$ cat src/rtl/fib_index_finder.sv
// Iterative search for the largest n with F(n) <= value, using F(0)=F(1)=1.
// Define FIB_ZECK_EN to add the DECOMP state and the Zeckendorf bitmap port zeck.
module fib_index_finder #(
    parameter int WIDTH  = 5,
`ifdef FIB_ZECK_EN
    parameter int ZECK_W = 8,
`endif
    parameter int IDX_W  = 4
) (
    input  logic             clk,
    input  logic             rst,
    input  logic             start,
    input  logic [WIDTH-1:0] value,
    output logic             busy,
    output logic             done,
    output logic [IDX_W-1:0] idx,
    output logic [WIDTH-1:0] rem,
    output logic             exact,
    output logic             zero_err
`ifdef FIB_ZECK_EN
    ,
    output logic [ZECK_W-1:0] zeck
`endif
);

    typedef enum logic [1:0] {
        S_IDLE   = 2'd0,
        S_STEP   = 2'd1,
        S_DECOMP = 2'd2,
        S_DONE   = 2'd3
    } state_t;

    state_t           state_r;
    logic [WIDTH-1:0] v_r;
    logic [WIDTH-1:0] a_r;
    logic [WIDTH-1:0] b_r;
    logic [IDX_W-1:0] n_r;
    logic [WIDTH:0]   sum_s;
    logic             grow_s;
    logic [WIDTH-1:0] diff_s;

    // Next Fibonacci term and its fit test; the extra sum bit keeps F(n-1)+F(n) from wrapping.
    always_comb begin
        sum_s  = {1'b0, a_r} + {1'b0, b_r};
        grow_s = (sum_s <= {1'b0, v_r});
        diff_s = v_r - b_r;
    end

`ifdef FIB_ZECK_EN
    logic [IDX_W-1:0] k_r;
    logic [WIDTH-1:0] p_r;
    logic [WIDTH-1:0] q_r;
    logic [WIDTH-1:0] res_r;
    logic             take_s;
    logic [WIDTH-1:0] res_next_s;
    logic [IDX_W-1:0] k_next_s;
    logic             decomp_end_s;

    // Greedy Zeckendorf step: try F(k-1) against the residue, then slide the pair down one index.
    always_comb begin
        take_s       = (p_r <= res_r);
        res_next_s   = take_s ? (res_r - p_r) : res_r;
        k_next_s     = k_r - IDX_W'(1);
        decomp_end_s = (res_next_s == {WIDTH{1'b0}}) || (k_next_s == IDX_W'(1));
    end
`endif

    // Control FSM; handshake and result outputs are all registered here.
    always_ff @(posedge clk or posedge rst) begin
        if (rst) begin
            state_r  <= S_IDLE;
            v_r      <= {WIDTH{1'b0}};
            a_r      <= {WIDTH{1'b0}};
            b_r      <= {WIDTH{1'b0}};
            n_r      <= {IDX_W{1'b0}};
            busy     <= 1'b0;
            done     <= 1'b0;
            idx      <= {IDX_W{1'b0}};
            rem      <= {WIDTH{1'b0}};
            exact    <= 1'b0;
            zero_err <= 1'b0;
`ifdef FIB_ZECK_EN
            zeck     <= {ZECK_W{1'b0}};
            k_r      <= {IDX_W{1'b0}};
            p_r      <= {WIDTH{1'b0}};
            q_r      <= {WIDTH{1'b0}};
            res_r    <= {WIDTH{1'b0}};
`endif
        end else begin
            case (state_r)
                S_IDLE: begin
                    done <= 1'b0;
                    if (start) begin
                        v_r     <= value;
                        a_r     <= WIDTH'(1);
                        b_r     <= WIDTH'(1);
                        n_r     <= IDX_W'(1);
                        busy    <= 1'b1;
                        state_r <= S_STEP;
                    end else begin
                        state_r <= S_IDLE;
                    end
                end
                S_STEP: begin
                    if (v_r == {WIDTH{1'b0}}) begin
                        idx      <= {IDX_W{1'b0}};
                        rem      <= {WIDTH{1'b0}};
                        exact    <= 1'b0;
                        zero_err <= 1'b1;
`ifdef FIB_ZECK_EN
                        zeck     <= {ZECK_W{1'b0}};
`endif
                        busy     <= 1'b0;
                        done     <= 1'b1;
                        state_r  <= S_DONE;
                    end else if (grow_s) begin
                        a_r <= b_r;
                        b_r <= sum_s[WIDTH-1:0];
                        n_r <= n_r + IDX_W'(1);
                    end else begin
                        idx      <= n_r;
                        rem      <= diff_s;
                        exact    <= (diff_s == {WIDTH{1'b0}});
                        zero_err <= 1'b0;
`ifdef FIB_ZECK_EN
                        zeck     <= ZECK_W'(1'b1) << n_r;
                        res_r    <= diff_s;
                        k_r      <= n_r;
                        p_r      <= a_r;
                        q_r      <= b_r;
                        if ((diff_s != {WIDTH{1'b0}}) && (n_r > IDX_W'(1))) begin
                            state_r <= S_DECOMP;
                        end else begin
                            busy    <= 1'b0;
                            done    <= 1'b1;
                            state_r <= S_DONE;
                        end
`else
                        busy     <= 1'b0;
                        done     <= 1'b1;
                        state_r  <= S_DONE;
`endif
                    end
                end
`ifdef FIB_ZECK_EN
                S_DECOMP: begin
                    if (take_s) begin
                        zeck <= zeck | (ZECK_W'(1'b1) << k_next_s);
                    end else begin
                        zeck <= zeck;
                    end
                    res_r <= res_next_s;
                    k_r   <= k_next_s;
                    q_r   <= p_r;
                    p_r   <= q_r - p_r;
                    if (decomp_end_s) begin
                        busy    <= 1'b0;
                        done    <= 1'b1;
                        state_r <= S_DONE;
                    end else begin
                        state_r <= S_DECOMP;
                    end
                end
`endif
                S_DONE: begin
                    done    <= 1'b0;
                    state_r <= S_IDLE;
                end
                default: begin
                    busy    <= 1'b0;
                    done    <= 1'b0;
                    state_r <= S_IDLE;
                end
            endcase
        end
    end

endmodule

$ cat config.mk
export PLATFORM = sky130hd
export DESIGN_NAME = fib_index_finder
export DESIGN_NICKNAME = d
export VERILOG_FILES = /design/src/rtl/fib_index_finder.sv
export SDC_FILE = /design/constraint.sdc
export NUM_CORES = 1
export LEC_CHECK = 0
export ABC_AREA = 1
export ABC_CLOCK_PERIOD_IN_PS = 7470
export CORE_UTILIZATION = 60
export DETAILED_ROUTE_END_ITERATION = 7
export PLACE_DENSITY = 0.84
export SLEW_MARGIN = 20
export SYNTH_ARGS = -nofsm -noshare
export SYNTH_HDL_FRONTEND = slang
export SYNTH_SLANG_ARGS = --single-unit
$ cat constraint.sdc
create_clock -name clk -period 7.47 [get_ports clk]
set_input_delay 0.747 -clock clk [delete_from_list [all_inputs] [get_ports clk]]
set_output_delay 0.747 -clock clk [all_outputs]
set_load 0.02 [all_outputs]
==> flow_summary.toml <==
[status]
status = "complete, no violations"

[setup_path]
endpoint_kind = "flop"
cp_max_fo = 17
start_kind = "flop"
path_class = "reg -> reg"
worstPathRequired_ps = 7750
critPathArrivalTime_ps = 3260

[place]
port_buffers = 20
post-dp-hpwl_mm = 2.79
dp.cells = 302
place.gp.congestion = 0.902
dp_worst_setup_slack_ps = 4630
dpl_cell_area_sq_um = 2170

[finish]
regArea_sq_um = 826
mostFrequentLayoutCells = "nand2_1 (72), dfrtp_1 (33), inv_1 (27), nor2_1 (24), nand3_1 (24)"
multi_input_area_sq_um = 967
diodes = 0
drive_gt1_share_pct = 7.14
fin_util_pct = 73.3
layout-area-overhead-vs-synth_pct = 15.9
design_area_sq_um = 2260
nets = 290
fin_cells = 310
final_common_cell = "nand2_1"
n_fill_cell = 249

[floorplanning]
design.core.area_sq_um = 3080
dieArea_sq_um = 3480
placementRows = 20
ios = 21
initial_core_util_pct = 63.3
die_y_um = 59.0
die_w_um = 59.0

[timing]
drv_slew = 0
layout_setup_ws_ps = 4490
fmax_mhz = 335
setup_tns_ps = 0
maxSlewHeadroom_pct = 40.1
final.period_utilization_pct = 39.9
hold_viol_final = 0
timing.hold.ws_ps = 478
clock_skew_ps = 7.93
fin_crit_ps = 2980
worst_pin_slew_ps = 896
finalSetupViolCount = 0
rsz0062_at_grt = "no"

[drt]
drtAntennaViolNets = 0
wire_per_inst_um = 12.5
drt-initial-drc-count = 92
avgViaCountPerCell = 5.25
dr.pass1.iters = 4
drcViolationCount = 0
vias = 1627
wl_mm = 3.88

[logic_synthesis]
synth_area_leaders = "dfrtp_1 (42%), nand2_1 (14%), ha_1 (9.6%)"
ys_ff_latch = 33
syn_area_sq_um = 1950
syn_nets = 268
avgSynthCellArea_sq_um = 8.01
ys_seq_area_share_pct = 42.4
synth_warnings = 0
postSynthCellCount = 243
synth_area_leader_cell = "dfrtp_1"
synthDominantCellAreaShare_pct = 42.4
ys_types = 29

[cts]
cts.sinks = 33
cts_buffers = 5
clockBufferDepth = 2
cts_tree = "yes"
path_clk_slew_ps = 100
clock_latency_ps = 340
cts_resized = 0
holdBufCountCts = 0
postCtsSetupRepairBufs = 0
cts-htree-levels = 2
cts_root_buf = "clkbuf_4"

[global_route]
grt_pass1_wl_mm = 6.89
antenna_found_initial = 0
grt_max_degree = 34
globalRouteOverflowTotal = 0
grt_pass1_vias = 1598
grt_use_total_pct = 27.2

[power]
cellPowerDensity_nw_per_um2 = 144
ir_worst_vdd_mv = 0.193
finalPower_mw = 0.326
p_leak_nw = 1.24

[run]
drv_cap = 0

[worst_hold_path]
holdCritPathClass = "reg -> reg"
[metal layers]
layer	part of all wire [%]	up-vias	global-route usage, %	routed length (um)
met5	0	-	0	0
met4	2.3	0	12.6	89
met3	3.6	8	6.15	139
met2	49	35	46.9	1910
met1	45	776	32.0	1740
li1	-	808	-	-
[state kept, by name (all words and copies together) (netlist names)]
signal and flops:
done 1, b_r 5, idx 4, exact 1, busy 1, n_r 4
state_r 1, rem 5, a_r 5, v_r 5, zero_err 1
[power by group]
part           total [mW]  internal (mW)  leakage (nW)  switching (mW)
Sequential          0.178          0.178         0.426               0
Clock               0.140         0.0799        0.0455          0.0600
Combinational     0.00753        0.00360         0.765         0.00393
[cells by family (layout without fill, tap and decap cells)]
| kind of cell | after synthesis | count (layout) | synth area share (%) |
|---|---|---|---|
| AO/OA/AOI/OAI | 16 | 16 | 4.69 |
| XOR/XNOR | 8 | 8 | 3.60 |
| adder cells (fa/ha/maj) | 17 | 17 | 11.7 |
| buffers and inverters | 36 | 59 | 7.91 |
| flip-flops | 33 | 33 | 42.4 |
| AND/OR/NAND/NOR | 133 | 133 | 29.7 |
[critical path: stages (launching register included)]
cell      delay [ps]
dfrtp_1          400
ha_1             160
inv_1             70
fa_1             390
nor2_1           220
nor2_1            60
o21bai_1         150
xnor2_1          190
inv_1             90
ha_1             290
nand2_1           80
nand2_1           50
nand2_1          110
nand3_4          200
nand2_2          280
nand2_1          100
nand2_1           80
[layout make-up]
class                           instances  area share (%)
Clock inverter                          1            1.33
Clock buffer                            7            2.44
Timing Repair Buffer                   21            9.21
Inverter                               30            5.10
Tap cell                               44            2.44
Multi-Input combinational cell        174            42.9
Sequential cell                        33            36.6
[synth_stat cells, drive strengths merged]
library cell  instances
o211ai                1
buf                   3
nor3                  2
or2                   1
a21oi                10
dfrtp                33
inv                  30
ha                   15
nand3                26
o21a                  1
xor2                  2
clkbuf                3
nand3b                3
xnor2                 6
fa                    2
nand2                75
o21bai                1
o21ai                 3
nand4                 1
nor2                 25
[worst paths after layout]
check	startpoint	endpoint	slack, ps	cells past startpoint
max	b_r[0]	b_r[0]	4490	16
max reg2reg	b_r[0]	b_r[0]	4490	16
min reg2reg	rem[3]	rem[3]	480	2
max in group asynchronous	rst	b_r[3]	6380	3
min	rem[3]	rem[3]	480	2
min in group asynchronous	rst	rem[4]	790	3
Note: power is estimated with default switching activity, not from simulation.
